[src/rtl/riscv_dmem_arbiter_pkg.sv]
// Shared configuration for the data-memory arbiter: default widths, owner
// encodings and the response-register record.
package riscv_dmem_arbiter_pkg;

  localparam int DEFAULT_XLEN          = 32;
  localparam int DEFAULT_DMEM_ADDR_BIT = 12;

  typedef enum logic {
    OWN_C = 1'b0,
    OWN_X = 1'b1
  } owner_e;

  // One in-flight access: who issued it, whether it was a read, and whether
  // it was suppressed for being out of range.
  typedef struct packed {
    owner_e owner;
    logic   rd;
    logic   err;
  } rsp_t;

  localparam rsp_t RSP_IDLE = '{owner: OWN_C, rd: 1'b0, err: 1'b0};

  function automatic logic [3:0] sat_inc4(input logic [3:0] v);
    return (v == 4'hF) ? v : v + 4'd1;
  endfunction

endpackage

[src/rtl/riscv_dmem_rsp_reg.sv]
// Response register: remembers the owner and kind of the access granted this
// cycle so its read data can be steered when dmem returns it next cycle.
module riscv_dmem_rsp_reg
  import riscv_dmem_arbiter_pkg::*;
(
  input  logic i_clk,
  input  logic i_rst,
  input  rsp_t i_rsp,
  output rsp_t o_rsp
);

  rsp_t rsp_q;

  always_ff @(posedge i_clk or posedge i_rst) begin
    if (i_rst) begin
      rsp_q <= RSP_IDLE;
    end else begin
      rsp_q <= i_rsp;
    end
  end

  assign o_rsp = rsp_q;

endmodule

[src/rtl/riscv_dmem_arbiter.sv]
// Two-port arbiter in front of the single-port synchronous-read dmem: core
// port C has priority, debug port X wins once it has waited STARVE_MAX cycles.
module riscv_dmem_arbiter
  import riscv_dmem_arbiter_pkg::*;
#(
  parameter int XLEN          = DEFAULT_XLEN,
  parameter int DMEM_ADDR_BIT = DEFAULT_DMEM_ADDR_BIT,
  parameter int STARVE_MAX    = 4
) (
  input  logic                     i_clk,
  input  logic                     i_rst,
  input  logic                     i_c_req,
  input  logic                     i_c_wen,
  input  logic [XLEN-1:0]          i_c_addr,
  input  logic [XLEN-1:0]          i_c_wr_data,
  input  logic [3:0]               i_c_byte_sel,
  output logic                     o_c_gnt,
  output logic                     o_c_rvalid,
  output logic                     o_c_err,
  output logic [XLEN-1:0]          o_c_rd_data,
  output logic                     o_stall_core,
  input  logic                     i_x_req,
  input  logic                     i_x_wen,
  input  logic [XLEN-1:0]          i_x_addr,
  input  logic [XLEN-1:0]          i_x_wr_data,
  input  logic [3:0]               i_x_byte_sel,
  output logic                     o_x_gnt,
  output logic                     o_x_rvalid,
  output logic                     o_x_err,
  output logic [XLEN-1:0]          o_x_rd_data,
  output logic [DMEM_ADDR_BIT-3:0] o_dmem_addr,
  output logic                     o_dmem_wr_en,
  output logic [XLEN-1:0]          o_dmem_wr_data,
  output logic [3:0]               o_dmem_byte_sel,
  input  logic [XLEN-1:0]          i_dmem_rd_data
);

  localparam logic [3:0] STARVE_LIM = 4'(STARVE_MAX);

  logic [3:0]      starve_cnt_q, starve_cnt_d;
  logic            x_win;
  logic            any_gnt;
  logic            sel_wen;
  logic [XLEN-1:0] sel_addr;
  logic [XLEN-1:0] sel_wr_data;
  logic [3:0]      sel_byte_sel;
  logic            out_of_range;
  rsp_t            rsp_d, rsp_q;
  logic            rsp_valid;
  logic            rsp_is_c, rsp_is_x;

  // Handshake: a requester holds req and payload stable until it samples
  // gnt = 1 in the same cycle; gnt is the only acceptance point, nothing is
  // buffered. Grants are held low while reset is asserted.
  assign x_win        = i_x_req & (~i_c_req | (starve_cnt_q >= STARVE_LIM));
  assign o_x_gnt      = x_win & ~i_rst;
  assign o_c_gnt      = i_c_req & ~x_win & ~i_rst;
  assign o_stall_core = i_c_req & ~o_c_gnt;
  assign any_gnt      = o_c_gnt | o_x_gnt;

  assign starve_cnt_d = (i_x_req & ~o_x_gnt) ? sat_inc4(starve_cnt_q) : 4'd0;

  always_ff @(posedge i_clk or posedge i_rst) begin
    if (i_rst) begin
      starve_cnt_q <= 4'd0;
    end else begin
      starve_cnt_q <= starve_cnt_d;
    end
  end

  always_comb begin
    sel_wen      = i_c_wen;
    sel_addr     = i_c_addr;
    sel_wr_data  = i_c_wr_data;
    sel_byte_sel = i_c_byte_sel;
    if (o_x_gnt) begin
      sel_wen      = i_x_wen;
      sel_addr     = i_x_addr;
      sel_wr_data  = i_x_wr_data;
      sel_byte_sel = i_x_byte_sel;
    end
  end

  // Beyond the implemented dmem, or a full-word access that is not aligned.
  assign out_of_range = (|sel_addr[XLEN-1:DMEM_ADDR_BIT]) |
                        ((|sel_addr[1:0]) & (sel_byte_sel == 4'b1111));

  assign o_dmem_addr     = any_gnt ? sel_addr[DMEM_ADDR_BIT-1:2] : '0;
  assign o_dmem_wr_en    = any_gnt & sel_wen & ~out_of_range;
  assign o_dmem_wr_data  = any_gnt ? sel_wr_data : '0;
  assign o_dmem_byte_sel = any_gnt ? sel_byte_sel : 4'b0000;

  always_comb begin
    rsp_d       = RSP_IDLE;
    rsp_d.owner = o_x_gnt ? OWN_X : OWN_C;
    rsp_d.rd    = any_gnt & ~sel_wen;
    rsp_d.err   = any_gnt & out_of_range;
  end

  riscv_dmem_rsp_reg u_rsp_reg (
    .i_clk (i_clk),
    .i_rst (i_rst),
    .i_rsp (rsp_d),
    .o_rsp (rsp_q)
  );

  assign rsp_valid = rsp_q.rd & ~rsp_q.err;
  assign rsp_is_c  = (rsp_q.owner == OWN_C);
  assign rsp_is_x  = (rsp_q.owner == OWN_X);

  // Read data is zeroed unless it is a valid read response for that port,
  // which also hides whatever dmem returns for a suppressed access.
  assign o_c_rvalid  = rsp_is_c & rsp_valid;
  assign o_c_err     = rsp_is_c & rsp_q.err;
  assign o_c_rd_data = o_c_rvalid ? i_dmem_rd_data : '0;
  assign o_x_rvalid  = rsp_is_x & rsp_valid;
  assign o_x_err     = rsp_is_x & rsp_q.err;
  assign o_x_rd_data = o_x_rvalid ? i_dmem_rd_data : '0;

endmodule

[config.mk]
export PLATFORM = sky130hd
export DESIGN_NAME = riscv_dmem_arbiter
export DESIGN_NICKNAME = d
export VERILOG_FILES = /design/src/rtl/riscv_dmem_arbiter_pkg.sv /design/src/rtl/riscv_dmem_rsp_reg.sv /design/src/rtl/riscv_dmem_arbiter.sv
export SDC_FILE = /design/constraint.sdc
export NUM_CORES = 1
export LEC_CHECK = 0
export CORE_AREA = 4 4 111 113
export DETAILED_ROUTE_END_ITERATION = 16
export DIE_AREA = 0 0 115 117
export GPL_TIMING_DRIVEN = 1
export PLACE_DENSITY_LB_ADDON = 0.15
export SYNTH_ARGS = -nofsm -noshare
export SYNTH_HDL_FRONTEND = slang
export SYNTH_SLANG_ARGS = --single-unit
[constraint.sdc]
create_clock -name i_clk -period 2 [get_ports i_clk]
set_input_delay 0.4 -clock i_clk [delete_from_list [all_inputs] [get_ports i_clk]]
set_output_delay 0.4 -clock i_clk [all_outputs]
set_load 0.005 [all_outputs]
==> run_results.csv, run 1 <==
group,metric,value,unit
run_status,status,"complete, but fails checks",
run_status,violations,"setup timing",
yosys,synth.ff_latch_count,7,
global_routing,grt_pass1_wl,17570,µm
clocking,cts_buffers,3,
floorplanning,io_pins,292,
pwr,power_switching,0.0003650,W
min_path,hold_path_class,"primary input to asynchronous set/reset pin",
finish,fin_area,5564,µm²
finish,mostFrequentLayoutCells,"clkdlybuf4s50_1, nand2_1, and2_1",
clocking,clk_latency,0.23,ns
global_routing,grt_max_degree,34,
critical_path,path_cells,"clkbuf_2 > or4_4 > nor4_4 > a2bb2oi_2 > a211oi_2 > buf_2",
clocking,cts.path.max_buffers,2,
floorplanning,fp-row-count,39,
finish,final_common_cell,"clkdlybuf4s50_1",
finish,synthToLayoutAreaGrowth,239.7,%
finish,final.fill_count,1112,
yosys,synth_xor_area_share,0.5348,%
global_routing,met1_usage,16.51,%
critical_path,arrival,1.74,ns
critical_path,cp_num_buf_inv,2,
global_routing,antenna_found_initial,0,
critical_path,path_delay_family,"simple AND/OR/NAND/NOR gates",
route,via_per_inst,4.314,
critical_path,required,1.60,ns
critical_path,crit_start,"i_x_addr[19]",
pwr,p_int,0.0009911,W
critical_path,setup.worst_path.end_class,"primary output",
route,drt_first_pass_iters,4,
yosys,synthMuxAreaShare,1.833,%
global_routing,grtUsageMet2,34.10,%
sta,setup_viol,25,
yosys,synth_top_family_by_area,"simple AND/OR/NAND/NOR gates",
placement,place_hpwl,9404,µm
critical_path,crit_path_top_delay_cell,"or4_4",
placement,dp_cells,717,
sta,rsz0062_at_grt,"yes",
pwr,switching_share,26.92,%
sta,fin_tns_setup,-1.343,ns
finish,antennaDiodeCount,0,
critical_path,cp_max_fo,2,
global_routing,grt_use_total,16.62,%
floorplanning,die_height,117,µm
clocking,cts_tree,"yes",
route,drt-total-wl,13020,µm
floorplanning,die_x,115,µm
global_routing,grt.busiest_layer,"met2",
sta,worst_slack,-0.1353,ns
global_routing,overflow,0,
placement,placed_area,4836,µm²
sta,hold_violations,0,
yosys,synthesis.nets,459,
route,drc,0,
global_routing,grt_use_met3,4.833,%
global_routing,first_global_vias,3390,
critical_path,r2r-start,"starve_cnt_q[2]",
finish,final_util,49.15,%
clocking,cts-root-buf,"clkbuf_16",
floorplanning,design.die.area,13460,µm²
yosys,syn_area_per_cell,5.767,µm²
pwr,total_leakage_power,2.685,nW
sta,slew_headroom,67.63,%
clocking,cts_max_level,1,
critical_path,crit_type,"primary input to primary output",
route,antenna_left,0,
finish,nets,807,
sta,period_needed,2.135,ns
finish,drive_gt1_share,32.49,%
yosys,synth_area,1638,µm²
yosys,synth-compound-area-share,18.41,%
critical_path,crit_path_start_kind,"primary input",
pwr,power_density,243.7,nW/µm²
placement,routabilityCongestion,0.8009,
route,num_vias,3339,
run,maxCapViolations,0,
critical_path,reg2reg_depth,7,
pwr,peakVddDrop,0.3126,mV
yosys,synth_simple_gate_area_share,60.28,%
critical_path,rr_endpoint,"u_rsp_reg.o_rsp[0]",
sta,fin_hold_ws,0.3228,ns
sta,finalMaxSlewViolations,0,
route,wl_per_cell,16.82,µm
yosys,synth_fa_ha_area_share,0.7639,%
clocking,clk_pin_slew,0.04,ns
sta,clock_skew,0.001311,ns
route,drtIter0Drc,79,
sta,max_freq,468.3,MHz
finish,post_layout_nonfiller_instances,774,
pwr,power_frac_clock,24.8,%
yosys,postSynthCellCount,284,
critical_path,rrSetupSlack,0.28,ns
floorplanning,start_util,14.47,%
placement,io_buffers,291,
floorplanning,core-area,11320,µm²
sta,fin_crit_sh,106.8,%
sta,worst_slew_pin_slew,0.4804,ns
pwr,seq_power_share,11.6,%
pwr,p_comb_share,63.5,%
yosys,yosysUniqueCellTypes,34,
critical_path,cp_slowest_stage_delay,0.54,ns
yosys,ys_warn_count,0,
clocking,cts.sinks,7,
yosys,seq_area_frac_synth,10.70,%
state kept, by name, indices dropped and copies added, names as in the netlist:
signal	flops
starve_cnt_q	4
u_rsp_reg.o_rsp	3
worst max path at each step:
stage                         endpoint  slack, ns  cells past startpoint
after global placement    o_dmem_wr_en      -0.82                      6
after detailed placement  o_dmem_wr_en      -0.82                      6
final                     o_dmem_wr_en      -0.14                      6
after CTS                 o_dmem_wr_en      -0.22                      7
after floorplan           o_dmem_wr_en       0.16                      4
after global routing      o_dmem_wr_en      -0.24                      7
routing by layer:
metal	share of wire (%)	vias up	wire length (µm)
li1	-	1639	-
met1	32	1503	4199
met2	56	187	7285
met3	11	10	1376
met4	1.2	0	159
met5	0	-	0
cell families (layout without fill, tap and decap cells):
kind of cell	after synthesis	after routing
flip-flops	7	7
AO/OA/AOI/OAI	56	56
XOR/XNOR	1	1
AND/OR/NAND/NOR	193	193
adder cells (fa/ha/maj)	1	1
buffers and inverters	23	370
multiplexers	3	3
through the flow:
stage	power (W)	setup WS [ns]
6_report	0.001356	-0.1353
5_1_grt	0.001435	-0.2427
4_1_cts	0.001334	-0.2177
3_5_place_dp	0.0009048	-0.8248
3_3_place_gp	0.0008982	-0.8220
2_1_floorplan	0.0003149	0.1600
cell usage after synthesis, drive strengths merged:
| library cell | count | area share [%] |
|---|---|---|
| ha | 1 | 0.76 |
| xnor2 | 1 | 0.53 |
| mux2i | 3 | 1.8 |
| dfrtp | 7 | 11 |
| o211ai | 2 | 0.92 |
| o22a | 1 | 0.53 |
| nand3 | 3 | 0.92 |
| a2bb2oi | 1 | 0.53 |
| a31oi | 1 | 0.38 |
| or4 | 2 | 1.1 |
| nor4 | 9 | 3.8 |
| nor3 | 2 | 0.61 |
| nand2b | 2 | 0.92 |
| buf | 7 | 3.8 |
| and4 | 2 | 1.1 |
| and2 | 66 | 25 |
| nor3b | 3 | 1.7 |
| clkbuf | 15 | 3.4 |
| nand2 | 94 | 22 |
| a211oi | 1 | 0.76 |
| and3b | 1 | 0.53 |
| and3 | 1 | 0.38 |
| nor2 | 5 | 1.3 |
| o21ai | 50 | 15 |
| inv | 1 | 0.23 |
| nor2b | 3 | 1.1 |
worst reg2reg max path, delay by kind of cell (launching register included):
family | cells | cell delay, ns
AO/OA/AOI/OAI | 3 | 0.48
buffers and inverters | 3 | 0.43
flip-flops | 1 | 0.41
AND/OR/NAND/NOR | 1 | 0.28
final cells by class:
cell class / count / area, µm² / share of cell area (%)
tap: 143 / 178.9 / 3.216
sequential: 7 / 177.7 / 3.193
clock buffer: 4 / 78.83 / 1.417
timing repair buffer: 365 / 3567 / 64.11
inverter: 1 / 3.754 / 0.06746
multi-input combinational: 254 / 1558 / 28.00
power groups by stage:
stage	logic, W	registers, W	clock network, W
2_1_floorplan	0.000158	0.000157	0
3_3_place_gp	0.000741	0.000158	0
3_5_place_dp	0.000746	0.000158	0
4_1_cts	0.000836	0.000157	0.000340
5_1_grt	0.000924	0.000159	0.000351
6_report	0.000862	0.000158	0.000337
repair_timing:
action,in CTS,in global routing
hold buffers,0,0
buffers inserted,29,13
gates resized for setup,373,96
cloned,10,5
setup endpoints to repair,116,50
pin swaps,26,15
No activity file was read; power rests on OpenSTA's default activity.
==> run 2, diff against run 1 <==
- CORE_AREA: 4 4 111 113 -> 10 10 105 107
==> run_results.csv, run 2 (synthesis results as in run 1) <==
group,metric,value,unit
pwr,power_frac_clock,15.7,%
sta,fin_tns_setup,-3.127,ns
sta,setup_viol,38,
sta,rsz0062_at_grt,"yes",
sta,fin_crit_sh,110.5,%
route,wl_per_cell,20.29,µm
sta,worst_slew_pin_slew,0.5583,ns
route,drt_first_pass_iters,4,
placement,place_hpwl,10750,µm
sta,finalMaxSlewViolations,0,
finish,largest_register_ffs,4,
sta,clock_skew,0.0007706,ns
pwr,power_switching,0.0003925,W
clocking,clk_pin_slew,0.04,ns
clocking,cts_tree,"yes",
sta,worst_slack,-0.2093,ns
global_routing,grt_use_total,18.88,%
pwr,power_density,221.3,nW/µm²
finish,nets,794,
global_routing,antenna_found_initial,1,
sta,max_freq,452.6,MHz
route,routed-wl-met2,7900,µm
finish,final_common_cell,"clkdlybuf4s50_1",
floorplanning,io_pins,292,
route,drt-total-wl,14810,µm
pwr,p_int,0.0008817,W
pwr,p_comb_share,72.0,%
floorplanning,die_x,115,µm
pwr,seq_power_share,12.4,%
pwr,peakVddDrop,0.1841,mV
finish,synthToLayoutAreaGrowth,251.6,%
placement,dpl_worst_slack,-0.8228,ns
global_routing,first_global_vias,3533,
clocking,cts-root-buf,"clkbuf_8",
floorplanning,design.die.area,13460,µm²
clocking,clk_latency,0.22,ns
sta,period_needed,2.209,ns
min_path,hold_path_class,"primary input to asynchronous set/reset pin",
placement,io_buffers,291,
route,drc,0,
sta,slew_headroom,62.39,%
floorplanning,fp-row-count,35,
critical_path,reg2reg_depth,7,
critical_path,cp_max_fo,2,
placement,routabilityCongestion,0.7620,
critical_path,required,1.60,ns
pwr,total_leakage_power,2.862,nW
route,antenna_left,0,
critical_path,setup.worst_path.end_class,"primary output",
finish,final.fill_count,827,
clocking,cts_buffers,3,
critical_path,crit_path_start_kind,"primary input",
finish,drive_gt1_share,35.28,%
global_routing,grt_pass1_wl,19950,µm
route,via_per_inst,4.545,
clocking,cts_max_level,1,
route,num_vias,3318,
finish,mostFrequentLayoutCells,"clkdlybuf4s50_1, and2_1, buf_2",
floorplanning,die_height,117,µm
critical_path,crit_type,"primary input to primary output",
run_status,status,"complete, but fails checks",
finish,top_register,"starve_cnt_q",
sta,fin_hold_ws,0.4264,ns
route,wl_met3,1692,µm
route,met1Wirelength,5110,µm
floorplanning,start_util,18.16,%
clocking,cts.path.max_buffers,2,
run,maxCapViolations,0,
floorplanning,core-area,9021,µm²
global_routing,overflow,0,
route,drtIter0Drc,127,
sta,hold_violations,0,
run_status,violations,"setup timing",
critical_path,rrSetupSlack,0.36,ns
critical_path,arrival,1.81,ns
pwr,switching_share,30.80,%
pwr,fin_total_pwr,0.001274,W
clocking,cts.sinks,7,
route,highest_layer,"met4",
global_routing,grt_max_degree,34,
-- run 2: cell types whose count changed in the layout (fill, tap and decap cells not counted), sizes merged --
cell | previous run | this run
clkdlybuf4s50 | 154 | 157
clkdlybuf4s15 | 22 | 19
dlygate4sd2 | 31 | 49
buf | 110 | 104
diode | 0 | 1
clkbuf | 39 | 17
dlymetal6s2s | 13 | 10
-- run 2: through the flow --
| step | utilization, % | instances | cell area [µm²] |
|---|---|---|---|
| finish | 63.83 | 730 | 5758 |
| detailed placement | 53.38 | 686 | 4816 |
| global placement | 53.38 | 686 | 4816 |
| CTS | 58.57 | 720 | 5284 |
| global route | 63.83 | 730 | 5758 |
| floorplan | - | 284 | 1638 |
-- run 2: power groups by stage --
| stage | Sequential (W) | Clock [W] | Combinational, W |
|---|---|---|---|
| 4_1_cts | 0.000158 | 0.000204 | 0.000839 |
| 5_1_grt | 0.000159 | 0.000212 | 0.000981 |
| 6_report | 0.000158 | 0.000200 | 0.000917 |
| 3_5_place_dp | 0.000159 | 0 | 0.000749 |
| 2_1_floorplan | 0.000157 | 0 | 0.000158 |
| 3_3_place_gp | 0.000158 | 0 | 0.000741 |
-- run 2: worst paths after layout --
| kind | from | endpoint |
|---|---|---|
| min | i_rst | starve_cnt_q[3] |
| max | i_c_addr[22] | o_dmem_wr_en |
| max reg2reg | starve_cnt_q[2] | u_rsp_reg.o_rsp[0] |
| min reg2reg | starve_cnt_q[1] | starve_cnt_q[1] |
| min in group i_clk | starve_cnt_q[1] | starve_cnt_q[1] |
| max in group asynchronous | i_rst | starve_cnt_q[2] |
-- run 2: cell type report --
class                   instances  area (µm²)  share of cell area (%)
inverters                       1       3.754                 0.06519
clock buffers                   4       45.04                  0.7823
flip-flops and latches          7       175.2                   3.042
well taps                     111       138.9                   2.412
diodes                          1       2.502                 0.04346
multi-input cells             254        1788                   31.05
repair buffers                352        3605                   62.60
-- run 2: worst max-delay path: stages --
cell and delay (ns):
clkdlybuf4s50_1 0.43, nor4_2 0.30, o211ai_1 0.15, a2bb2oi_2 0.19
a211oi_2 0.19, buf_2 0.15
-- run 2: per-layer routing --
layer / track usage, % / up-vias
li1: - / 1620
met4: 3.135 / 0
met3: 9.021 / 6
met2: 35.92 / 180
met1: 18.24 / 1512
met5: 0 / -
-- run 2: what timing repair did --
action	in CTS	in global routing
gates resized for setup	386	130
pin swaps	29	55
endpoints found under the setup margin	115	65
endpoints found under the hold margin	0	0
gates cloned	12	11
buffers inserted	19	6
hold buffers	0	0
==> run 3, diff against run 2 <==
- SYNTH_HIERARCHICAL: default -> 1
==> run_results.csv, run 3 <==
group,metric,value,unit
pwr,power_density,222.2,nW/µm²
route,antenna_left,0,
route,via_per_inst,4.534,
global_routing,antenna_found_initial,0,
sta,clock_skew,0.004143,ns
critical_path,cp_max_fo,2,
sta,fin_crit_sh,109.0,%
sta,slew_headroom,63.93,%
clocking,cts_buffers,3,
sta,finalMaxSlewViolations,0,
yosys,synthesis.nets,460,
yosys,synth_area_leaders,"and2_1, nand2_1, o21ai_0",
critical_path,arrival,1.78,ns
yosys,async_flop_share,100.0,%
yosys,synth_top_area_share,25.44,%
yosys,syn_area_per_cell,5.694,µm²
yosys,synthFlopType,"dfrtp_1",
sta,hold_violations,0,
global_routing,grt_pass1_wl,20140,µm
finish,mostFrequentLayoutCells,"clkdlybuf4s50_1, dlygate4sd2_1, nand2_1",
finish,final_util,61.54,%
finish,synthToLayoutAreaGrowth,242.1,%
yosys,yosysUniqueCellTypes,34,
run,maxCapViolations,0,
pwr,power_frac_clock,15.9,%
sta,worst_slack,-0.1801,ns
yosys,synth.ff_latch_count,7,
yosys,postSynthCellCount,285,
sta,fin_hold_ws,0.4409,ns
finish,final.fill_count,857,
pwr,p_int,0.0008589,W
global_routing,first_global_vias,3534,
finish,nets,793,
clocking,clk_latency,0.23,ns
finish,fin_area,5552,µm²
floorplanning,io_pins,292,
clocking,cts-root-buf,"clkbuf_8",
placement,placed_area,4843,µm²
clocking,cts.path.max_buffers,2,
yosys,yosysMostFrequentCell,"nand2_1",
global_routing,grt_use_total,18.97,%
critical_path,crit_path_start_kind,"primary input",
pwr,peakVddDrop,0.1629,mV
critical_path,path_delay_family,"buffers and inverters",
critical_path,reg2reg_depth,10,
sta,worst_slew_pin_slew,0.5354,ns
clocking,cts.sinks,7,
pwr,power_switching,0.0003747,W
global_routing,grt_max_degree,34,
route,wl_per_cell,19.44,µm
route,drt_first_pass_iters,4,
critical_path,crit_path_top_delay_cell,"clkdlybuf4s50_1",
run_status,status,"complete, but fails checks",
floorplanning,core-area,9021,µm²
critical_path,path_cells,"clkdlybuf4s50_1 > nor4_2 > nand3_1 > a2bb2oi_2 > a211oi_2 > buf_2",
yosys,synth_edf_count,0,
floorplanning,start_util,17.99,%
critical_path,crit_type,"primary input to primary output",
route,drc,0,
placement,dpl_worst_slack,-0.8171,ns
yosys,synth_area,1623,µm²
global_routing,overflow,0,
sta,rsz0062_at_grt,"yes",
pwr,total_leakage_power,2.788,nW
yosys,seq_area_frac_synth,10.79,%
critical_path,required,1.60,ns
floorplanning,die_x,115,µm
sta,max_freq,458.7,MHz
floorplanning,die_height,117,µm
route,num_vias,3301,
yosys,synth_area_leader_cell,"and2_1",
critical_path,setup.worst_path.end_class,"primary output",
pwr,seq_power_share,12.7,%
run_status,violations,"setup timing",
finish,final_common_cell,"clkdlybuf4s50_1",
finish,antennaDiodeCount,0,
critical_path,timing.critical_path.depth,6,
min_path,hold_path_class,"primary input to asynchronous set/reset pin",
pwr,switching_share,30.37,%
yosys,synth_common_cells,"nand2_1, and2_1, o21ai_0",
clocking,cts_max_level,1,
placement,io_buffers,291,
critical_path,cp_num_buf_inv,2,
finish,top_register,"starve_cnt_q",
route,drtIter0Drc,124,
placement,place_hpwl,10960,µm
placement,routabilityCongestion,0.7961,
pwr,p_comb_share,71.4,%
sta,period_needed,2.180,ns
yosys,ys_warn_count,6,
finish,largest_register_ffs,4,
finish,drive_gt1_share,32.25,%
critical_path,cp_slowest_stage_delay,0.42,ns
route,drt-total-wl,14150,µm
floorplanning,design.die.area,13460,µm²
clocking,cts_tree,"yes",
clocking,clk_pin_slew,0.04,ns
floorplanning,fp-row-count,35,
sta,setup_viol,38,
[run 3: cell count changes after synthesis]
cell	previous run	this run
buf_6	4	0
buf_4	1	4
a211oi_1	0	1
buf_2	2	3
inv_1	1	2
nor2_1	4	5
nor3_1	2	1
nor3b_1	2	1
[run 3: cell type report]
type                       count  area (µm²)  share of cell area [%]
timing repair buffer         350        3432                   61.82
inverter                       2       7.507                  0.1352
tap                          111       138.9                   2.502
sequential                     7       175.2                   3.155
multi-input combinational    254        1753                   31.58
clock buffer                   4       45.04                  0.8114
[run 3: kinds of logic (layout without fill, tap and decap cells)]
logic type | count (synthesis) | in the layout | synth area share (%)
xor gates and xnor gates | 1 | 1 | 0.5398
adders and majority gates | 1 | 1 | 0.7709
and+or+nand+nor | 192 | 192 | 60.29
buffers and inverters | 24 | 356 | 6.708
DFF | 7 | 7 | 10.79
AOI/OAI and AO/OA | 57 | 57 | 19.04
muxes | 3 | 3 | 1.850
[run 3: through the flow]
| step | TNS (ns) | power (W) | cells |
|---|---|---|---|
| 6_report | -3.672 | 0.001234 | 728 |
| 5_1_grt | -6.824 | 0.001311 | 728 |
| 4_1_cts | -2.589 | 0.001181 | 725 |
| 3_5_place_dp | -31.88 | 0.0009171 | 692 |
| 3_3_place_gp | -30.32 | 0.0009090 | 692 |
| 2_1_floorplan | 0 | 0.0003117 | 285 |
[run 3: path summary, 6_finish.rpt]
check                           slack (ns)                  to             from
worst max-delay path                 -0.18        o_dmem_wr_en     i_c_addr[12]
worst max register to register        0.11  u_rsp_reg/o_rsp[0]  starve_cnt_q[3]
worst min-delay path                  0.44  u_rsp_reg/o_rsp[2]            i_rst
max in group asynchronous             1.38     starve_cnt_q[2]            i_rst
min in group i_clk                    0.59     starve_cnt_q[1]  starve_cnt_q[1]
worst min register to register        0.59     starve_cnt_q[1]  starve_cnt_q[1]
[run 3: what timing repair did]
action,CTS,global route
hold buffers,0,0
gates resized for setup,393,68
setup buffers,19,5
pin swaps,35,35
gates cloned,12,2
setup endpoints to repair,115,51
[run 3: routing by layer]
layer	vias up	track usage [%]	part of all wire [%]	wire length (µm)
met4	0	2.805	1.4	192
li1	1616	-	-	-
met1	1468	18.11	33	4668
met2	203	37.01	53	7563
met3	14	8.410	12	1728
met5	-	0	0	0
[run 3: worst reg2reg max path, cell delays in order (launching register included)]
cell	delay [ns]
dfrtp_1	0.41
nor3b_4	0.29
buf_6	0.14
buf_6	0.08
o211ai_1	0.09
a2bb2oi_2	0.16
buf_4	0.14
buf_6	0.10
buf_6	0.10
buf_6	0.10
o22a_1	0.16
[run 3: power groups by stage]
stage          Combinational [W]  Clock [W]  Sequential [W]
2_1_floorplan           0.000155          0        0.000157
3_3_place_gp            0.000751          0        0.000158
3_5_place_dp            0.000759          0        0.000158
4_1_cts                 0.000825   0.000199        0.000156
5_1_grt                 0.000945   0.000208        0.000158
6_report                0.000881   0.000196        0.000157
